$ cat config.mk
export PLATFORM = sky130hd
export DESIGN_NAME = mips_control_fsm
export DESIGN_NICKNAME = d
export VERILOG_FILES = /design/src/rtl/mips_pkg.sv /design/src/rtl/mips_opcode_decode.sv /design/src/rtl/mips_control_fsm.sv
export SDC_FILE = /design/constraint.sdc
export NUM_CORES = 1
export LEC_CHECK = 0
export BUFFER_PORTS_ARGS = -buffer_cell sky130_fd_sc_hd__buf_2
export CAP_MARGIN = 20
export CORE_MARGIN = 3
export CORE_UTILIZATION = 42
export DETAILED_ROUTE_END_ITERATION = 16
export PLACE_DENSITY = 0.8
export SETUP_SLACK_MARGIN = 0.05
export SLEW_MARGIN = 40
export SYNTH_ARGS = -nofsm -noshare
export SYNTH_HDL_FRONTEND = slang
export SYNTH_SLANG_ARGS = --single-unit
$ cat constraint.sdc
create_clock -name clk -period 2.3 [get_ports clk]
set_input_delay 0.23 -clock clk [delete_from_list [all_inputs] [get_ports clk]]
set_output_delay 0.23 -clock clk [all_outputs]
set_load 0.02 [all_outputs]
$ cat src/rtl/mips_pkg.sv
// Shared encodings for the multicycle MIPS controller and aluControl.
package mips_pkg;

  typedef enum logic [2:0] {
    S_IDLE   = 3'd0,
    S_FETCH  = 3'd1,
    S_DECODE = 3'd2,
    S_EXEC   = 3'd3,
    S_MEM    = 3'd4,
    S_WB     = 3'd5,
    S_HALT   = 3'd6
  } state_t;

  // Instruction classes seen by the sequencer; everything else is a NOP.
  typedef enum logic [3:0] {
    IC_NOP   = 4'd0,
    IC_RTYPE = 4'd1,
    IC_JR    = 4'd2,
    IC_LW    = 4'd3,
    IC_SW    = 4'd4,
    IC_BEQ   = 4'd5,
    IC_BNE   = 4'd6,
    IC_J     = 4'd7,
    IC_IMM   = 4'd8
  } iclass_t;

  localparam logic [5:0] OP_RTYPE = 6'b000000;
  localparam logic [5:0] OP_J     = 6'b000010;
  localparam logic [5:0] OP_BEQ   = 6'b000100;
  localparam logic [5:0] OP_BNE   = 6'b000101;
  localparam logic [5:0] OP_ADDIU = 6'b001001;
  localparam logic [5:0] OP_SLTI  = 6'b001010;
  localparam logic [5:0] OP_SLTIU = 6'b001011;
  localparam logic [5:0] OP_ANDI  = 6'b001100;
  localparam logic [5:0] OP_ORI   = 6'b001101;
  localparam logic [5:0] OP_XORI  = 6'b001110;
  localparam logic [5:0] OP_LUI   = 6'b001111;
  localparam logic [5:0] OP_LW    = 6'b100011;
  localparam logic [5:0] OP_SW    = 6'b101011;

  localparam logic [5:0] FN_JR    = 6'b001000;

  localparam logic [3:0] ALU_OP_ADD   = 4'b0000;
  localparam logic [3:0] ALU_OP_SUB   = 4'b0001;
  localparam logic [3:0] ALU_OP_RTYPE = 4'b0010;
  localparam logic [3:0] ALU_OP_AND   = 4'b0011;
  localparam logic [3:0] ALU_OP_OR    = 4'b0100;
  localparam logic [3:0] ALU_OP_XOR   = 4'b0101;
  localparam logic [3:0] ALU_OP_SLT   = 4'b0110;
  localparam logic [3:0] ALU_OP_SLTU  = 4'b0111;
  localparam logic [3:0] ALU_OP_LUI   = 4'b1000;

  localparam logic [1:0] PC_SRC_PC4  = 2'b00;
  localparam logic [1:0] PC_SRC_BR   = 2'b01;
  localparam logic [1:0] PC_SRC_JMP  = 2'b10;
  localparam logic [1:0] PC_SRC_REG  = 2'b11;

  localparam logic [1:0] ALUB_RT     = 2'b00;
  localparam logic [1:0] ALUB_FOUR   = 2'b01;
  localparam logic [1:0] ALUB_SEXT   = 2'b10;
  localparam logic [1:0] ALUB_ZEXT   = 2'b11;

  typedef struct packed {
    iclass_t    cls;
    logic [3:0] alu_op;
    logic [1:0] alu_src_b;
  } dec_t;

endpackage

$ cat src/rtl/mips_opcode_decode.sv
// Combinational opcode/funct decode: instruction class plus the ALU
// operation and B-operand source used during EXEC/MEM/WB.
module mips_opcode_decode
  import mips_pkg::*;
(
  input  logic [5:0] opcode,
  input  logic [5:0] funct,
  output dec_t       dec
);

  // Table lookup; unknown opcodes fall through as NOP with ADD/rt.
  always_comb begin
    dec.cls       = IC_NOP;
    dec.alu_op    = ALU_OP_ADD;
    dec.alu_src_b = ALUB_RT;
    unique case (opcode)
      OP_RTYPE: begin
        dec.cls       = (funct == FN_JR) ? IC_JR : IC_RTYPE;
        dec.alu_op    = ALU_OP_RTYPE;
        dec.alu_src_b = ALUB_RT;
      end
      OP_LW: begin
        dec.cls       = IC_LW;
        dec.alu_src_b = ALUB_SEXT;
      end
      OP_SW: begin
        dec.cls       = IC_SW;
        dec.alu_src_b = ALUB_SEXT;
      end
      OP_BEQ: begin
        dec.cls    = IC_BEQ;
        dec.alu_op = ALU_OP_SUB;
      end
      OP_BNE: begin
        dec.cls    = IC_BNE;
        dec.alu_op = ALU_OP_SUB;
      end
      OP_J:     dec.cls = IC_J;
      OP_ADDIU: begin
        dec.cls       = IC_IMM;
        dec.alu_src_b = ALUB_SEXT;
      end
      OP_ANDI: begin
        dec.cls       = IC_IMM;
        dec.alu_op    = ALU_OP_AND;
        dec.alu_src_b = ALUB_ZEXT;
      end
      OP_ORI: begin
        dec.cls       = IC_IMM;
        dec.alu_op    = ALU_OP_OR;
        dec.alu_src_b = ALUB_ZEXT;
      end
      OP_XORI: begin
        dec.cls       = IC_IMM;
        dec.alu_op    = ALU_OP_XOR;
        dec.alu_src_b = ALUB_ZEXT;
      end
      OP_SLTI: begin
        dec.cls       = IC_IMM;
        dec.alu_op    = ALU_OP_SLT;
        dec.alu_src_b = ALUB_SEXT;
      end
      OP_SLTIU: begin
        dec.cls       = IC_IMM;
        dec.alu_op    = ALU_OP_SLTU;
        dec.alu_src_b = ALUB_SEXT;
      end
      OP_LUI: begin
        dec.cls       = IC_IMM;
        dec.alu_op    = ALU_OP_LUI;
        dec.alu_src_b = ALUB_ZEXT;
      end
      default: ;
    endcase
  end

endmodule

$ cat src/rtl/mips_control_fsm.sv
// Multicycle MIPS main controller: FETCH/DECODE/EXEC/MEM/WB sequencing,
// memory wait handling, datapath enables and halt-on-jump-to-zero.
module mips_control_fsm
  import mips_pkg::*;
#(
  parameter bit RESET_TO_FETCH = 1'b1
) (
  input  logic       clk,
  input  logic       reset,
  input  logic       start,
  input  logic [5:0] opcode,
  input  logic [5:0] funct,
  input  logic       alu_zero,
  input  logic       mem_waitrequest,
  input  logic       next_pc_zero,
  output logic       mem_read,
  output logic       mem_write,
  output logic       ir_write,
  output logic       pc_write,
  output logic [1:0] pc_src,
  output logic [3:0] alu_op,
  output logic [1:0] alu_src_b,
  output logic       reg_write,
  output logic       reg_dst,
  output logic       mem_to_reg,
  output logic       active,
  output logic [2:0] state
);

  state_t st, nxt;
  dec_t   dec;

  mips_opcode_decode u_dec (
    .opcode (opcode),
    .funct  (funct),
    .dec    (dec)
  );

  // State register; reset overrides everything, so an in-flight memory
  // access is simply dropped.
  always_ff @(posedge clk) begin
    if (reset) st <= RESET_TO_FETCH ? S_FETCH : S_IDLE;
    else       st <= nxt;
  end

  // Outputs decoded from the state register. ir_write/pc_write must react
  // to mem_waitrequest and alu_zero in the same cycle, so they cannot be
  // registered; all outputs are forced low while reset is asserted.
  always_comb begin
    nxt        = st;
    mem_read   = 1'b0;
    mem_write  = 1'b0;
    ir_write   = 1'b0;
    pc_write   = 1'b0;
    pc_src     = PC_SRC_PC4;
    alu_op     = ALU_OP_ADD;
    alu_src_b  = ALUB_RT;
    reg_write  = 1'b0;
    reg_dst    = 1'b0;
    mem_to_reg = 1'b0;
    unique case (st)
      S_IDLE: if (start) nxt = S_FETCH;
      S_FETCH: begin
        mem_read  = 1'b1;
        alu_src_b = ALUB_FOUR;
        if (!mem_waitrequest) begin
          ir_write = 1'b1;
          pc_write = 1'b1;
          pc_src   = PC_SRC_PC4;
          nxt      = S_DECODE;
        end
      end
      S_DECODE: nxt = S_EXEC;
      S_EXEC: begin
        alu_op    = dec.alu_op;
        alu_src_b = dec.alu_src_b;
        unique case (dec.cls)
          IC_RTYPE, IC_IMM: nxt = S_WB;
          IC_LW, IC_SW:     nxt = S_MEM;
          IC_JR: begin
            pc_write = 1'b1;
            pc_src   = PC_SRC_REG;
            nxt      = S_FETCH;
          end
          IC_BEQ, IC_BNE: begin
            pc_write = (dec.cls == IC_BEQ) ? alu_zero : !alu_zero;
            pc_src   = PC_SRC_BR;
            nxt      = S_FETCH;
          end
          IC_J: begin
            pc_write = 1'b1;
            pc_src   = PC_SRC_JMP;
            nxt      = S_FETCH;
          end
          default: nxt = S_FETCH;
        endcase
      end
      S_MEM: begin
        alu_op    = dec.alu_op;
        alu_src_b = ALUB_SEXT;
        mem_read  = (dec.cls == IC_LW);
        mem_write = (dec.cls == IC_SW);
        if (!mem_waitrequest) nxt = (dec.cls == IC_LW) ? S_WB : S_FETCH;
      end
      S_WB: begin
        // Hold the EXEC ALU setup so an unregistered ALU result stays put.
        alu_op     = dec.alu_op;
        alu_src_b  = dec.alu_src_b;
        reg_write  = 1'b1;
        reg_dst    = (dec.cls == IC_RTYPE);
        mem_to_reg = (dec.cls == IC_LW);
        nxt        = S_FETCH;
      end
      S_HALT: nxt = S_HALT;
      default: nxt = S_IDLE;
    endcase
    // Jumping to address 0 (including PC+4 wrap) stops the CPU.
    if (pc_write && next_pc_zero) nxt = S_HALT;
    if (reset) begin
      mem_read   = 1'b0;
      mem_write  = 1'b0;
      ir_write   = 1'b0;
      pc_write   = 1'b0;
      pc_src     = PC_SRC_PC4;
      alu_op     = ALU_OP_ADD;
      alu_src_b  = ALUB_RT;
      reg_write  = 1'b0;
      reg_dst    = 1'b0;
      mem_to_reg = 1'b0;
    end
  end

  assign active = (st != S_IDLE) && (st != S_HALT);
  assign state  = st;

endmodule

After elaboration in Yosys (flattened, before gate mapping)
Index checks and enable logic that the tools add are counted.
- bits in registers: 3
- output and inout port bits: 19
- bits of input ports: 18
- equal/unequal tests: 31
- reduce and logical (&&, ||, !) cells: 17
- muxes and demuxes: 35
- operator list (operator ; count):
    $eq A6 B4 Y1 const B ; 8
    $pmux W4 S8 ; 1
    $pmux W4 S7 ; 1
    $pmux W3 S7 ; 1
    $eq A4 B3 Y1 const B ; 4
    $mux W3 ; 5
    $mux W1 ; 14
    $eq A6 B3 Y1 const B ; 2
    $eq A6 B6 Y1 const B ; 2
    $ne A3 B3 Y1 const B ; 4
    $pmux W2 S3 ; 2
    $reduce_or A2 Y1 ; 6
    $eq A3 B3 Y1 const B ; 3
    $eq A4 B2 Y1 const B ; 2
    $mux W2 ; 4
    $mux W4 ; 2
    $reduce_or A7 Y1 ; 1
    $eq A3 B2 Y1 const B ; 2
    $eq A6 B2 Y1 const B ; 1
    $logic_not A6 Y1 ; 1
    $pmux W1 S2 ; 3
    $pmux W3 S2 ; 1
    $reduce_or A5 Y1 ; 1
    $eq A4 B1 Y1 const B ; 1
    other kinds (10) ; 11

Depth between registers and ports, before layout
- depth after elaboration: 10
- depth in mapped cells: 6
- depth with buffers taken out: 5

Modules after synthesis
From an unflattened synthesis, not the netlist that was laid out.
- cells, all modules: 117
- area, all modules: 817.0 um^2
- by module, submodules not included (module ; seq. area each (um^2) ; times used ; cells an instance ; area an instance (um^2)):
    mips_control_fsm ; 60.1 ; 1 ; 72 ; 511.7
    mips_opcode_decode ; 0.0 ; 1 ; 45 ; 305.3

Worst setup path before layout
Ideal clock, no wire load.
- path kind: register to output
- from: register st[0], in the netlist state[0]
- to: output alu_op[2]
- slack: 0.124 ns
- data required time: 2.070 ns
- arrival time: 1.946 ns
- cell stages (with the launch flop): 6
- buffers on the path: 1
- cell sequence: dfxtp_1 -> buf_2 -> nand3b_1 -> and2_1 -> or4_1 -> nor3b_1
- cells in the longest elaborated chain, start to end: 4
- elaborated cells on any way between the ends: 6
- classes of those cells: eq/ne: 3; mux: 2; reduce/logical: 1
- RTL lines (what ; line ; source):
    from (decl) ; mips_control_fsm.sv:30 ; state_t st, nxt;
    from (signal assigned) ; mips_control_fsm.sv:42 ; if (reset) st <= RESET_TO_FETCH ? S_FETCH : S_IDLE;
    from (signal assigned) ; mips_control_fsm.sv:43 ; else st <= nxt;
    $eq A3 B3 Y1 or $eq A3 B2 Y1 (tied branches) ; mips_control_fsm.sv:61 ; unique case (st)
    $reduce_or A3 Y1 (no source line) (*) ; n/a ;
    $mux W4 (*) ; mips_control_fsm.sv:61 ;
    $mux W4 (*) ; mips_control_fsm.sv:119 ; if (reset) begin
    to (decl) ; mips_control_fsm.sv:21 ; output logic [3:0] alu_op,
Every way passes the cells marked *; elsewhere a longest branch is shown, timed or not.

Final worst setup path
- from: register st[2], in the netlist state[2]
- to: output pc_src[1]
- cells in the longest elaborated chain, start to end: 3
- RTL lines (what ; line ; source):
    $eq A3 B2 Y1 ; mips_control_fsm.sv:61 ;
    $mux W2 ; n/a ;
    $mux W2 ; mips_control_fsm.sv:119 ;
    to (decl) ; mips_control_fsm.sv:20 ; output logic [1:0] pc_src,
No other way between the ends.

==> metrics.md <==
| Metric | Value |
|---|---|
| Status | finished clean |
| Largest net degree at the start of global routing | 15 |
| Slew @ Worst Pin | roughly 0.58 ns |
| Area added between synthesis and finish | 35.5% |
| Worst Path Max Fanout | 8 |
| Mean post-synth cell area | around 6.3 sq um |
| Util after Layout | about 63% |
| Post-route met1 wirelength | just over 800 um |
| Leading cell type in the layout, fill and taps excluded | buf_2 |
| Fin crit share | a little over nine tenths |
| Leading cell types in the layout, fill and taps excluded | buf_2, nor2_1, nor4_1, nand2_1 |
| # nets final | approximately 150 |
| Relative slew margins | between 60% and 70% |
| Met3 Wirelength | between 90 and 100 um |
| Number of DRC markers in iteration 0 | 12 |
| DR WL/cell | around 13 um |
| Required time worst endpoint | ~2.1 ns |
| Reg clk slew, reported paths | 0.04 ns |
| Seq/Total Area, Yosys | 9.56% |
| First-pass GRT wire length | just over 3000 um |
| H-tree Lvls | 1 |
| Clk_skew | ~0.0069 ns |
| Highest Signal Layer | met3 |
| Critical path buffers and inverters | 2 |
| Core area | between 0.001 and 0.0015 sq mm |
| Starting density of the core | a little under half |
| Total of max-cap violations | 0 |
| CTS max path bufs | 2 |
| CTS tree | built |
| Post-synth net total | 118 |
| Non-filler cells, final | 150 |
| Finish-stage setup viols | 0 |
| Port Buf Inserts | 36 |
| Setup CP Type | flop to primary output |
| Leak pwr | between 0.3 and 0.4 nW |
| Critical Path End Type | primary output |
| Final min period | roughly 2.2 ns |
| Clk Latency, worst-skew pair | about 0.23 ns |
| Die Area | 0.00200 sq mm |
| Final HPWL DP | 1470 um |
| Ys flop type | dfxtp_1 |
| Initial antenna violation count | 0 |
| CP Cell Sequence | nand3b_1, buf_4, or4_1, nor4_1, buf_2 |
| Top delay family on crit path | simple AND/OR/NAND/NOR gates |
| Hold WC Path Type | primary input to flop |
| Cell Area, Synth | between 600 and 700 sq um |
| Die H | between 40 and 50 um |
| GRT overflow | 0 |
| Synthesized instance count | 100 |
| Startpoint Class | flop |
| Cells after DPL | around 150 |
| Inserted Diodes | 0 |
| Hold_ws | around 0.24 ns |
| Yosys warnings | 0 |
| Number of core rows | 13 |
| Async SR Flop Fraction | 0% |
| Num CTS Buffers | 3 |
| CP Data Arrival Time | around 1.9 ns |
| Hold Violations, Final | 0 |
| Drt total wl | 1880 um |
| Layout cell share with drive strength beyond 1 | 36.3% |
| Via Count | 861 |
| Drt drc | 0 |
| Critical Path Max Stage Delay | between 0.4 and 0.5 ns |
| Tot GR Track Use | a little under a fifth |
| Filler Cell Count | 134 |
| Vias per cell | 5.74 |
| Post-synth EDFFs | 0 |
| Power per cell area | roughly 850 mW/mm^2 |
| Largest register FFs | 3 |
| Clock Tree Root | clkbuf_4 |
| Width of the die | between 40 and 50 um |
| Max-slew violations | 0 |
| Critical-path top delay cell | or4_1 |
| Highest clock rate | about 460 MHz |
| Post-DRT Antenna Nets | 0 |
| Io pins | 37 |
| Drt pass-1 iters | 4 |
| Peak VDD IR | 0.595 mV |
| #FFs+latches synth | 3 |
| Hold Buf Count CTS | 0 |
| Final Wtd Congestion | between 0.8 and 0.9 |
| Clock sink total | 3 |
| RSZ-0062 raised after global routing | true |
| Length of routed met2 wiring | between 900 and 1000 um |
| Number of global-route vias before repair | approximately 740 |
| Distinct cells, synth | 38 |
## final cells by class
type                       instances  area [sq um]  area share (%)
timing repair buffer              40           210            24.7
inverter                           5          18.8            2.21
multi-input combinational         83           517            60.7
tap                               15          18.8            2.21
sequential                         3          60.1            7.06
clock buffer                       4          26.3            3.09
## path summary, 6_finish.rpt
path | startpoint | to | slack [ns] | cells past startpoint
worst min register to register | state[2] | state[2] | 0.76 | 2
worst min-delay path | next_pc_zero | state[2] | 0.24 | 2
worst max register to register | state[0] | state[2] | 0.63 | 6
worst max-delay path | state[2] | pc_src[1] | 0.15 | 5
## kinds of logic (layout without fill, tap and decap cells)
kind of cell	after synthesis	in the layout	synth area share (%)
buf+inv	14	49	8.96
fa+ha+maj	1	1	1.59
mux	1	1	1.59
xor+xnor	2	2	2.79
flops	3	3	9.56
simple gates	56	56	52.0
compound gates	23	23	23.5
## per-layer routing
layer	global-route usage [%]	up-vias
li1	-	447
met1	23.2	390
met2	35.8	24
met3	2.44	0
met4	1.81	0
met5	0	-
## synthesized netlist by cell type (2+ instances only)
master / number / area (sq um)
nor2b_1: 3 / 18.8
nand2b_1: 3 / 18.8
or2_2: 2 / 12.5
nand2_1: 7 / 26.3
nor3b_1: 2 / 15.0
inv_1: 5 / 18.8
nor3_1: 6 / 30.0
buf_2: 3 / 15.0
o22ai_1: 2 / 12.5
nand3_1: 3 / 15.0
nor4_1: 7 / 43.8
clkbuf_1: 6 / 22.5
or4_1: 2 / 15.0
o21ai_0: 5 / 25.0
dfxtp_1: 3 / 60.1
xnor2_1: 2 / 17.5
or3_1: 4 / 25.0
nor2_1: 10 / 37.5
a21oi_1: 6 / 30.0
## report_power, final
| part | total, mW | internal [mW] | switching, mW |
|---|---|---|---|
| combinational | 0.525 | 0.207 | 0.317 |
| clock | 0.0912 | 0.0649 | 0.0262 |
| sequential | 0.106 | 0.0754 | 0.0303 |
| total | 0.721 | 0.348 | 0.374 |
## stage by stage
step	setup TNS [ns]	power (mW)	cell area, sq um	setup WS [ns]
after floorplan	0	0.462	628	0.124
after global placement	0	0.613	812	0.389
after detailed placement	0	0.620	812	0.368
after CTS	0	0.714	838	0.170
after global routing	-0.0335	0.780	851	-0.0335
final	0	0.721	851	0.147
## worst register-to-register path: cells and delay by family (launching register included)
| kind | cells | cell delay (ns) |
|---|---|---|
| AO/OA/AOI/OAI | 4 | 0.95 |
| flip-flops | 1 | 0.32 |
| buffers and inverters | 2 | 0.28 |
## timing repair
item                       in CTS  in global routing
buffers inserted                0                  1
resized for setup               0                  1
setup endpoints to repair       0                  1
Note: power is estimated with default switching activity, not from simulation.
